**src/rtl/scnn_top.sv**
```systemverilog
// Sequential spiking-convolution engine: one MAC time-shared over ROW*COL neuron potentials.
// Optional per-neuron timestep leak enabled by defining SCNN_LEAK_EN.
module scnn_top #(
  parameter int unsigned FILTER_WIDTH = 8,
  parameter int unsigned IFMAP_SIZE   = 9,
  parameter int unsigned OUTPUT_WIDTH = 12,
  parameter int unsigned THRESHOLD    = 16,
  parameter int unsigned ROW          = 2,
  parameter int unsigned COL          = 3,
  localparam int unsigned PACKET_WIDTH = 3*FILTER_WIDTH+9
) (
  input  logic                    clk,
  input  logic                    reset,
  input  logic [PACKET_WIDTH-1:0] packet_in_data,
  input  logic                    packet_in_valid,
  output logic                    packet_in_ready,
  output logic [PACKET_WIDTH-1:0] packet_out_data,
  output logic                    packet_out_valid,
  input  logic                    packet_out_ready
);

  localparam int unsigned NUM_NEURONS = ROW*COL;
  localparam int unsigned SUM_W       = FILTER_WIDTH+4;
  localparam int unsigned SAT_W       = OUTPUT_WIDTH+1;
  localparam int unsigned K_W         = 4;
  localparam int unsigned N_W         = 3;
  localparam int unsigned POT_FIELD_W = PACKET_WIDTH-16;
  localparam logic [OUTPUT_WIDTH-1:0] POT_MAX = '1;
  localparam logic [OUTPUT_WIDTH-1:0] THR     = OUTPUT_WIDTH'(THRESHOLD);

  typedef enum logic [1:0] {ST_IDLE, ST_MAC, ST_UPDATE, ST_SEND} state_e;

  state_e                    state_q, state_d;
  logic [FILTER_WIDTH-1:0]   w_q   [IFMAP_SIZE];
  logic [FILTER_WIDTH-1:0]   w_d   [IFMAP_SIZE];
  logic [OUTPUT_WIDTH-1:0]   pot_q [NUM_NEURONS];
  logic [OUTPUT_WIDTH-1:0]   pot_d [NUM_NEURONS];
  logic [K_W-1:0]            k_q, k_d;
  logic [SUM_W-1:0]          acc_q, acc_d;
  logic [IFMAP_SIZE-1:0]     spk_q, spk_d;
  logic [N_W-1:0]            n_q, n_d;
  logic                      ts_q, ts_d;
  logic                      out_valid_q, out_valid_d;
  logic [PACKET_WIDTH-1:0]   out_data_q, out_data_d;
`ifdef SCNN_LEAK_EN
  logic                      last_ts_q [NUM_NEURONS];
  logic                      last_ts_d [NUM_NEURONS];
  logic                      leak_q, leak_d;
`endif

  // Header decode
  logic                    hdr_ts;
  logic [1:0]              hdr_type;
  logic [1:0]              hdr_row;
  logic [N_W-1:0]          hdr_n;
  logic [K_W-1:0]          row_base;
  logic                    unused_hdr;

  assign hdr_ts     = packet_in_data[0];
  assign hdr_type   = packet_in_data[2:1];
  assign hdr_row    = packet_in_data[4:3];
  assign hdr_n      = packet_in_data[7:5];
  assign row_base   = K_W'(3*hdr_row);
  assign unused_hdr = packet_in_data[8];

  // Saturating potential update for the latched neuron
  logic [OUTPUT_WIDTH-1:0] pot_base;
  logic [SAT_W-1:0]        pot_sum;
  logic [OUTPUT_WIDTH-1:0] pot_v;
  logic                    fire;
  logic [OUTPUT_WIDTH-1:0] new_pot;

`ifdef SCNN_LEAK_EN
  assign pot_base = leak_q ? (pot_q[n_q] >> 1) : pot_q[n_q];
`else
  assign pot_base = pot_q[n_q];
`endif
  assign pot_sum = SAT_W'(pot_base) + SAT_W'(acc_q);
  assign pot_v   = (pot_sum > SAT_W'(POT_MAX)) ? POT_MAX : pot_sum[OUTPUT_WIDTH-1:0];
  assign fire    = (pot_v >= THR);
  assign new_pot = fire ? (pot_v - THR) : pot_v;

  always_comb begin
    state_d     = state_q;
    w_d         = w_q;
    pot_d       = pot_q;
    k_d         = k_q;
    acc_d       = acc_q;
    spk_d       = spk_q;
    n_d         = n_q;
    ts_d        = ts_q;
    out_valid_d = out_valid_q;
    out_data_d  = out_data_q;
`ifdef SCNN_LEAK_EN
    last_ts_d   = last_ts_q;
    leak_d      = leak_q;
`endif
    case (state_q)
      ST_IDLE: begin
        if (packet_in_valid) begin
          if (hdr_type == 2'b00 && hdr_row != 2'd3) begin
            for (int j = 0; j < 3; j++) begin
              w_d[row_base + K_W'(j)] = packet_in_data[9+FILTER_WIDTH*j +: FILTER_WIDTH];
            end
          end else if (hdr_type == 2'b01 && 32'(hdr_n) < NUM_NEURONS) begin
            spk_d   = packet_in_data[9 +: IFMAP_SIZE];
            n_d     = hdr_n;
            ts_d    = hdr_ts;
            acc_d   = '0;
            k_d     = '0;
            state_d = ST_MAC;
`ifdef SCNN_LEAK_EN
            leak_d  = (hdr_ts != last_ts_q[hdr_n]);
`endif
          end
        end
      end
      ST_MAC: begin
        acc_d = acc_q + (spk_q[k_q] ? SUM_W'(w_q[k_q]) : '0);
        if (k_q == K_W'(IFMAP_SIZE-1)) begin
          k_d     = '0;
          state_d = ST_UPDATE;
        end else begin
          k_d = k_q + K_W'(1);
        end
      end
      ST_UPDATE: begin
        pot_d[n_q]  = new_pot;
`ifdef SCNN_LEAK_EN
        last_ts_d[n_q] = ts_q;
`endif
        out_data_d  = {POT_FIELD_W'(new_pot), 8'h00, n_q, fire, 3'b111, ts_q};
        out_valid_d = 1'b1;
        state_d     = ST_SEND;
      end
      ST_SEND: begin
        if (packet_out_ready) begin
          out_valid_d = 1'b0;
          state_d     = ST_IDLE;
        end
      end
      default: state_d = ST_IDLE;
    endcase
  end

  always_ff @(posedge clk) begin
    if (reset) begin
      state_q     <= ST_IDLE;
      for (int i = 0; i < IFMAP_SIZE; i++) w_q[i] <= '0;
      for (int i = 0; i < NUM_NEURONS; i++) pot_q[i] <= '0;
      k_q         <= '0;
      acc_q       <= '0;
      spk_q       <= '0;
      n_q         <= '0;
      ts_q        <= 1'b0;
      out_valid_q <= 1'b0;
      out_data_q  <= '0;
`ifdef SCNN_LEAK_EN
      for (int i = 0; i < NUM_NEURONS; i++) last_ts_q[i] <= 1'b0;
      leak_q      <= 1'b0;
`endif
    end else begin
      state_q     <= state_d;
      w_q         <= w_d;
      pot_q       <= pot_d;
      k_q         <= k_d;
      acc_q       <= acc_d;
      spk_q       <= spk_d;
      n_q         <= n_d;
      ts_q        <= ts_d;
      out_valid_q <= out_valid_d;
      out_data_q  <= out_data_d;
`ifdef SCNN_LEAK_EN
      last_ts_q   <= last_ts_d;
      leak_q      <= leak_d;
`endif
    end
  end

  assign packet_in_ready  = (state_q == ST_IDLE);
  assign packet_out_valid = out_valid_q;
  assign packet_out_data  = out_data_q;

endmodule

```
**config.mk**
```make
export PLATFORM = sky130hd
export DESIGN_NAME = scnn_top
export DESIGN_NICKNAME = d
export VERILOG_FILES = /design/src/rtl/scnn_top.sv
export SDC_FILE = /design/constraint.sdc
export NUM_CORES = 1
export LEC_CHECK = 0
export ABC_AREA = 1
export CAP_MARGIN = 25
export CORE_UTILIZATION = 25
export DETAILED_ROUTE_END_ITERATION = 10
export SLEW_MARGIN = 20
export SYNTH_ARGS = -nofsm -noshare
export SYNTH_HDL_FRONTEND = slang
export SYNTH_SLANG_ARGS = --single-unit
```
**constraint.sdc**
```tcl
create_clock -name clk -period 9.45 [get_ports clk]
set_input_delay 0.945 -clock clk [delete_from_list [all_inputs] [get_ports clk]]
set_output_delay 0.945 -clock clk [all_outputs]
set_load 0.05 [all_outputs]
```
# Yosys cells after proc, flatten, opt, wreduce, memory -nomap -nowiden
# Cells that the tools add are included.
# Widths: inputs -> output; s select.
[op_classes] add_sub_neg=6 mul=1 n_lt_le_gt_ge=13 eq_ne=11 n_mux=40 bitwise_logic=6 reduce_logical=15
[op_table] op="$bwmux 72" count=4
[op_table] op="$demux 8 s4" count=3
[op_table] op="$mux 12" count=8
[op_table] op="$mux 8" count=6
[op_table] op="$bmux 12 s3" count=1
[op_table] op="$demux 12 s3" count=1
[op_table] op="$bmux 8 s4" count=1
[op_table] op="$pmux 12 s2" count=1
[op_table] op="$ge 5x5->1 const B" count=4
[op_table] op="$not 4->5" count=4
[op_table] op="$mux 4" count=4
[op_table] op="$lt 5x1->1 const B" count=3
[op_table] op="$add 12x12->13" count=1
[op_table] op="$gt 13x12->1 const B" count=1
[op_table] op="$add 12x8->12" count=1
[op_table] op="$ge 12x5->1 const B" count=1
[op_table] op="$sub 12x5->12 const B" count=1
[op_table] op="$mux 2" count=5
[op_table] op="$ne 2x2->1 const B" count=5
[op_table] op="$add 4x1->4 const B" count=2
[op_table] op="$pmux 2 s4" count=1
[op_table] op="$pmux 4 s2" count=1
[op_table] op="$reduce_and 4->1" count=2
[op_table] op="$logic_and 1x1->1" count=6
[op_table] op="20 further kinds" count=25
[totals] reg_bits=196 in_bits=37 output_inout_bits=35 word_cells=115

# Depth between registers and ports, before layout
[depth] depth_word=10 mapped_depth=27 ltp_nobuf=26

# Least setup slack after synthesis
# Ideal clock, no wire load.
[synth_path] path_kind="register to register" start="register n_q[0]" end="register out_data_q[20] (netlist: packet_out_data[20])" setup_ns=0.070 t_arrival_ns=3.603 t_required_ns=9.380 path_slack_ns=5.777 path_stages_with_launch=26 n_path_buf=4 period_less_slack_ns=3.673 cell_sequence="dfxtp_1 -> clkbuf_1 -> inv_1 -> clkbuf_1 -> clkbuf_1 -> o21ai_0 -> o221ai_1 -> ha_1 -> fa_1 -> nand2_1 -> nand3_1 -> nand2_1 -> nor2_1 -> nor2_4 -> buf_4 -> nand2_1 -> inv_1 -> ha_1 -> nand2_1 -> nor3_1 -> nand3_1 -> nor2_1 -> inv_1 -> nand4_4 -> nand2_2 -> a21oi_1"
[synth_via] elab_chain_cells=9 word_cells_on_any_way=10 classes_between="add/sub: 2; order compare: 2; mux: 5; bitwise: 1"
[synth_rtl] item="start: declaration" line_no="41" text="logic [N_W-1:0] n_q, n_d;"
[synth_rtl] item="start signal: assignment" line_no="169" text="n_q <= n_d;"
[synth_rtl] item="$not 3->4 (not written as such) *" line_no="76" text="assign pot_base = pot_q[n_q];"
[synth_rtl] item="$bmux 12 s3 *" line_no="76"
[synth_rtl] item="$mux 12 (not written as such) * (2 in series)" line_no="76"
[synth_rtl] item="$add 12x12->13 *" line_no="78" text="assign pot_sum = SAT_W'(pot_base) + SAT_W'(acc_q);"
[synth_rtl] item="$gt 13x12->1" line_no="79" text="assign pot_v = (pot_sum > SAT_W'(POT_MAX)) ? POT_MAX : pot_sum[OUTPUT_WIDTH-1:0];"
[synth_rtl] item="$mux 12 *" line_no="79"
[synth_rtl] item="$sub 12x5->12 / $ge 12x5->1 (equally long branches)" line_no="81, 80"
[synth_rtl] item="$mux 12 *" line_no="81" text="assign new_pot = fire ? (pot_v - THR) : pot_v;"
[synth_rtl] item="end signal: assignment" line_no="172" text="out_data_q <= out_data_d;"
[synth_rtl] item="end: declaration" line_no="44" text="logic [PACKET_WIDTH-1:0] out_data_q, out_data_d;"
# Every way passes the cells marked *; elsewhere a longest branch is shown, timed or not. The select of a mux whose other input is x is not followed.
# A chain may end at the register's enable or synchronous reset.

# Worst setup path in the final report
[layout_path] start="register n_q[0]" end="register pot_q[31] in the netlist's numbering"
[layout_via] elab_chain_cells=10 word_cells_on_any_way=16 classes_between="add/sub: 2; order compare: 4; mux: 8; bitwise: 1; reduce/logical: 1"
[layout_rtl] item="$not 3->4 (not written as such) *" line_no="76, 128"
[layout_rtl] item="$bmux 12 s3" line_no="76"
[layout_rtl] item="$mux 12 (not written as such) (2 in series)" line_no="76"
[layout_rtl] item="$add 12x12->13" line_no="78"
[layout_rtl] item="$gt 13x12->1" line_no="79"
[layout_rtl] item="$mux 12" line_no="79"
[layout_rtl] item="$sub 12x5->12 / $ge 12x5->1 (equally long branches)" line_no="81, 80"
[layout_rtl] item="$mux 12" line_no="81"
[layout_rtl] item="$bwmux 72 *" line_no="128" text="pot_d[n_q] = new_pot;"
[layout_rtl] item="end signal: assignment" line_no="165" text="pot_q <= pot_d;"
[layout_rtl] item="end: declaration" line_no="36" text="logic [OUTPUT_WIDTH-1:0] pot_q [NUM_NEURONS];"
# Marks and branches as above.

==> results.md <==
Setup path:
- The kind of end point of the critical path is a flip-flop.
- Across all register-to-register paths, the minimum setup slack is 4.80 ns.
- Walking the worst path, the cells encountered are buf_4 > inv_1 > buf_4 > o21ai_0 > o221ai_1 > ha_1 > fa_1 > nand2_1 > nand3_1 > nand2_1 > nor2_1 > nor2_4 > nand2_1 > inv_1 > ha_1 > nand2_1 > nor3_1 > nand3_1 > nor2_1 > inv_1 > nand4_4 > nand2_2 > a21oi_1.
- At the worst endpoint, the arrival time is 5.02 ns.
- The cell repeated most along the worst path is sky130_fd_sc_hd__nand2_1.
- Among all stages on the critical path, the largest delay is contributed by sky130_fd_sc_hd__fa_1.
- Data on the critical path is required at its endpoint by 9.82 ns.
- For this run, the slowest stage of the critical path takes 0.46 ns.
- STA classifies the critical path startpoint as a flip-flop.
- The critical setup path kind is flip-flop to flip-flop.
- The largest fanout on the critical path is 38.

Timing:
- The post-layout worst setup margin is 4.799 ns.
- In this run the tightest slew margin relative to its limit is 35.48%.
- The total count of max-transition violations in the final report was 0.
- The time the worst path needs with I/O delays and setup is 4.651 ns.
- The number of failing hold endpoints at the final stage is 0.
- Setup repair after global routing left no endpoint under its margin.
- The maximum clock skew at final layout is 0.01289 ns.
- Summed over all failing endpoints, the final setup total negative slack is 0 ns.
- In the finished design, the share of the clock period the worst path needs comes to 49.21%.
- Static timing analysis puts the maximum clock frequency at 215.0 MHz.
- The slew of the pin with the lowest slew margin is 0.9642 ns.
- Setup violations remaining at the end of the flow were counted as 0.

Clock network:
- The number of clock sinks is 194.
- TritonCTS built the clock tree.
- No sink is reached through more buffers than the 2 on the longest clock path.
- In this run, post-CTS hold repair placed 0 buffers.
- The cell sitting at the root of the clock tree is a sky130_fd_sc_hd__clkbuf_16.
- The clock slew at the register clock pins of the worst setup and hold paths is 0.08 ns.
- The number of instances resized during post-cts repair is 0.
- Buffers inserted during clock tree synthesis total 17.
- The clock network latency to the later pin of the worst-skew pair is 0.45 ns.
- After clock tree synthesis, the setup repair step added 0 buffers.
- The total number of H-tree levels is 4.

Synth:
- After synthesis, the cell types taking the most area are sky130_fd_sc_hd__dfxtp_1 37%, sky130_fd_sc_hd__o21ai_0 13%, sky130_fd_sc_hd__nand2_1 8.2%.
- The sequential share of the synthesized area is 36.91%.
- The gate count of the mapped netlist is 1537.
- By area, the combinational part of the netlist is dominated by compound AO/OA/AOI/OAI gates.
- The post-synthesis share of cell area spent on full adders, half adders and majority gates is 4.542%.
- Measured against the total synthesized area, the mux share comes to 0%.
- Summed over its instances, the top area cell type makes up 36.91% of the synthesized netlist area.
- The synthesized netlist contains 40 unique library cells.
- The area of the mapped netlist is 10520 um^2.
- The synthesized design contains 0 enable-type register cells.
- Synthesis inferred 194 register bits.
- In the synthesized netlist the async set-or-reset flop fraction comes to 0%.
- The dominant cell type by area after synthesis is sky130_fd_sc_hd__dfxtp_1.
- The synthesis warning total is 0.
- The post-synthesis compound-gate area fraction is 29.89%.
- The average cell area after synthesis is 6.846 um^2.
- Summing the areas of all and, or, nand and nor instances in the mapped netlist gives 19.20% of the synthesized area.
- The most common flop cell mapped by yosys is sky130_fd_sc_hd__dfxtp_1.
- The xor/xnor share of the synthesized area is 0.2497%.

Final layout:
- Compared with the post-synthesis result, the final layout area differs by 15.28%.
- The most common library cell in the layout ignoring fill and taps is sky130_fd_sc_hd__o21ai_0.
- The number of nets in the finished design is 1612.
- In the final layout, the multi-input gates occupy 5729 um^2.
- In the layout the commonest cells are 280 x sky130_fd_sc_hd__o21ai_0, 229 x sky130_fd_sc_hd__nand2_1, 194 x sky130_fd_sc_hd__dfxtp_1, 163 x sky130_fd_sc_hd__a21oi_1, 158 x sky130_fd_sc_hd__nor2_1.
- The filler cells instantiated in the layout total 4453.
- The fraction of final layout cells sized beyond drive strength 1 is 4.642%.
- The count of cells in the finished layout, fillers not included, comes to 2083.
- The post-layout utilization of the core is 29.44%.
- The flip-flop and latch area is 3884 um^2.
- The count of inserted antenna diode cells is 0.

Placement:
- Detailed placement ended at an HPWL of 22510 um.
- The worst setup slack before clock tree synthesis is 4.832 ns.
- The instance count after placement with tap cells included is 2048.
- The congestion estimate from routability-driven global placement came to 0.8891.
- The count of buffers added on input and output ports is 57.

Power:
- Summed over all nets, the switching power comes to 1.146 mW.
- The net switching fraction of the power is 42.71%.
- The fraction of power consumed by the clock network is 27.8%.
- The internal power of the cells is 1.537 mW.
- The proportion of power drawn by combinational gates is 37.8%.
- The total power of the final layout is 2.683 mW.
- The share of power burned in registers is 34.4%.
- In this run the static leakage power is 4.883 nW.
- The largest voltage drop on the vdd net is 0.1218 mV.
- The total power per unit cell area is 221.2 nW/um^2.

Global routing:
- Entering global routing, the biggest net connects 85 pins.
- The initial antenna violation count is 0.
- The global routing usage summed across all routing layers is 15.34%.
- The number of global-route vias before repair is 9955.
- The first global-routing pass estimated 53320 um of wire.
- Summed over all layers, the global routing overflow is 0.

Route:
- After the first detailed-routing iteration, the DRC count stood at 949.
- The post-detailed-route count of antenna-violating nets is 0.
- The count of unresolved DRC violations after routing is 0.
- Dividing the detail-routed wire length by the instance count gives 15.82 um.
- The total detailed-routing wirelength is 32950 um.
- Before antenna repair, the detailed router went through 5 iterations.
- The routed layout has 10610 vias.
- The per-cell via count in the routed design is 5.096.

Floorplanning:
- The initial core utilization is 25.54%.
- In this run the horizontal extent of the chip is 207.2 um.
- The floorplan step defined a die boundary enclosing 42920 um^2.
- From bottom edge to top edge, the die measures 207.2 um.
- The total core area is 41200 um^2.
- After floorplanning, the core was divided into 74 placement rows.
- The top-level port count is 72.

Min path:
- The type of the tightest min-delay check is flip-flop to flip-flop.

Flow run:
- The tool flagged a number of max-cap violations equal to 0.

Status:
- The flow ran to the end, and the final reports show no timing, DRC or antenna violations.
[sequential cells by signal, summed over array words and instances, names as in the netlist]
signal and cells:
ts_q 1, k_q 4, w_q 72, state_q 2
packet_out_data 18, acc_q 12, n_q 3, packet_out_valid 1
pot_q 72, spk_q 9
[logic make-up after synthesis]
| group | count (synthesis) |
|---|---|
| flip-flops | 194 |
| other | 1 |
| AO/OA/AOI/OAI | 572 |
| buffers and inverters | 241 |
| AND/OR/NAND/NOR | 489 |
| adder cells (fa/ha/maj) | 37 |
| XOR/XNOR | 3 |
[layer usage]
layer  up-vias  GRT usage, %  share of wire [%]
met5         -             0                  0
met2       390         24.50                 45
met4         0         6.742                3.2
met1      4888         20.44                 46
li1       5266             -                  -
met3        70         2.320                5.7
[final cells by class]
class	instances	area share (%)
Multi-Input combinational cell	1114	47.23
Sequential cell	194	32.02
Timing Repair Buffer	77	6.096
Tap cell	532	5.487
Inverter	134	4.167
Clock buffer	17	3.507
Clock inverter	15	1.496
[power by group through the flow]
stage	clock network (mW)	registers (mW)	logic [mW]
4_1_cts	0.759	0.923	1.01
3_3_place_gp	0	0.938	0.998
3_5_place_dp	0	0.941	1.01
5_1_grt	0.788	0.931	1.12
2_1_floorplan	0	1.03	0.612
6_report	0.745	0.923	1.02
[worst max-delay path: cells and delay by family, from the launching register on]
kind                       cells  cell delay [ns]
and+or+nand+nor               12             1.66
DFF                            1             0.31
AOI/OAI and AO/OA              3             0.55
buffers and inverters          5             1.13
adders and majority gates      3             0.88
[through the flow]
step / hold slack (ns) / area, um^2
floorplan: 0.4285 / 10570
global placement: 0.4506 / 11470
detailed placement: 0.4600 / 11480
CTS: 0.4710 / 12090
global route: 0.4845 / 12130
finish: 0.4707 / 12130
[final timing paths]
kind                                            from                endpoint  cells after the start
worst min register to register  w_q[44]$_SDFFE_PP0P_    w_q[44]$_SDFFE_PP0P_                      2
worst max-delay path             n_q[0]$_SDFFE_PP0P_  pot_q[31]$_SDFFE_PP0P_                     23
worst min-delay path            w_q[44]$_SDFFE_PP0P_    w_q[44]$_SDFFE_PP0P_                      2
worst max register to register   n_q[0]$_SDFFE_PP0P_  pot_q[31]$_SDFFE_PP0P_                     23
[cells in the mapped netlist, types with 6 or more instances]
master,n
sky130_fd_sc_hd__nor3_1,18
sky130_fd_sc_hd__inv_1,128
sky130_fd_sc_hd__o221ai_1,27
sky130_fd_sc_hd__dfxtp_1,194
sky130_fd_sc_hd__nand3_1,57
sky130_fd_sc_hd__o21ai_0,280
sky130_fd_sc_hd__buf_4,16
sky130_fd_sc_hd__nor2_1,162
sky130_fd_sc_hd__o22ai_1,26
sky130_fd_sc_hd__o211ai_1,20
sky130_fd_sc_hd__a21oi_1,163
sky130_fd_sc_hd__clkbuf_1,90
sky130_fd_sc_hd__a31oi_1,37
sky130_fd_sc_hd__ha_1,35
sky130_fd_sc_hd__a41oi_1,6
sky130_fd_sc_hd__nand2_2,8
sky130_fd_sc_hd__nand2_1,229
Power figures use the tool's default switching activity.
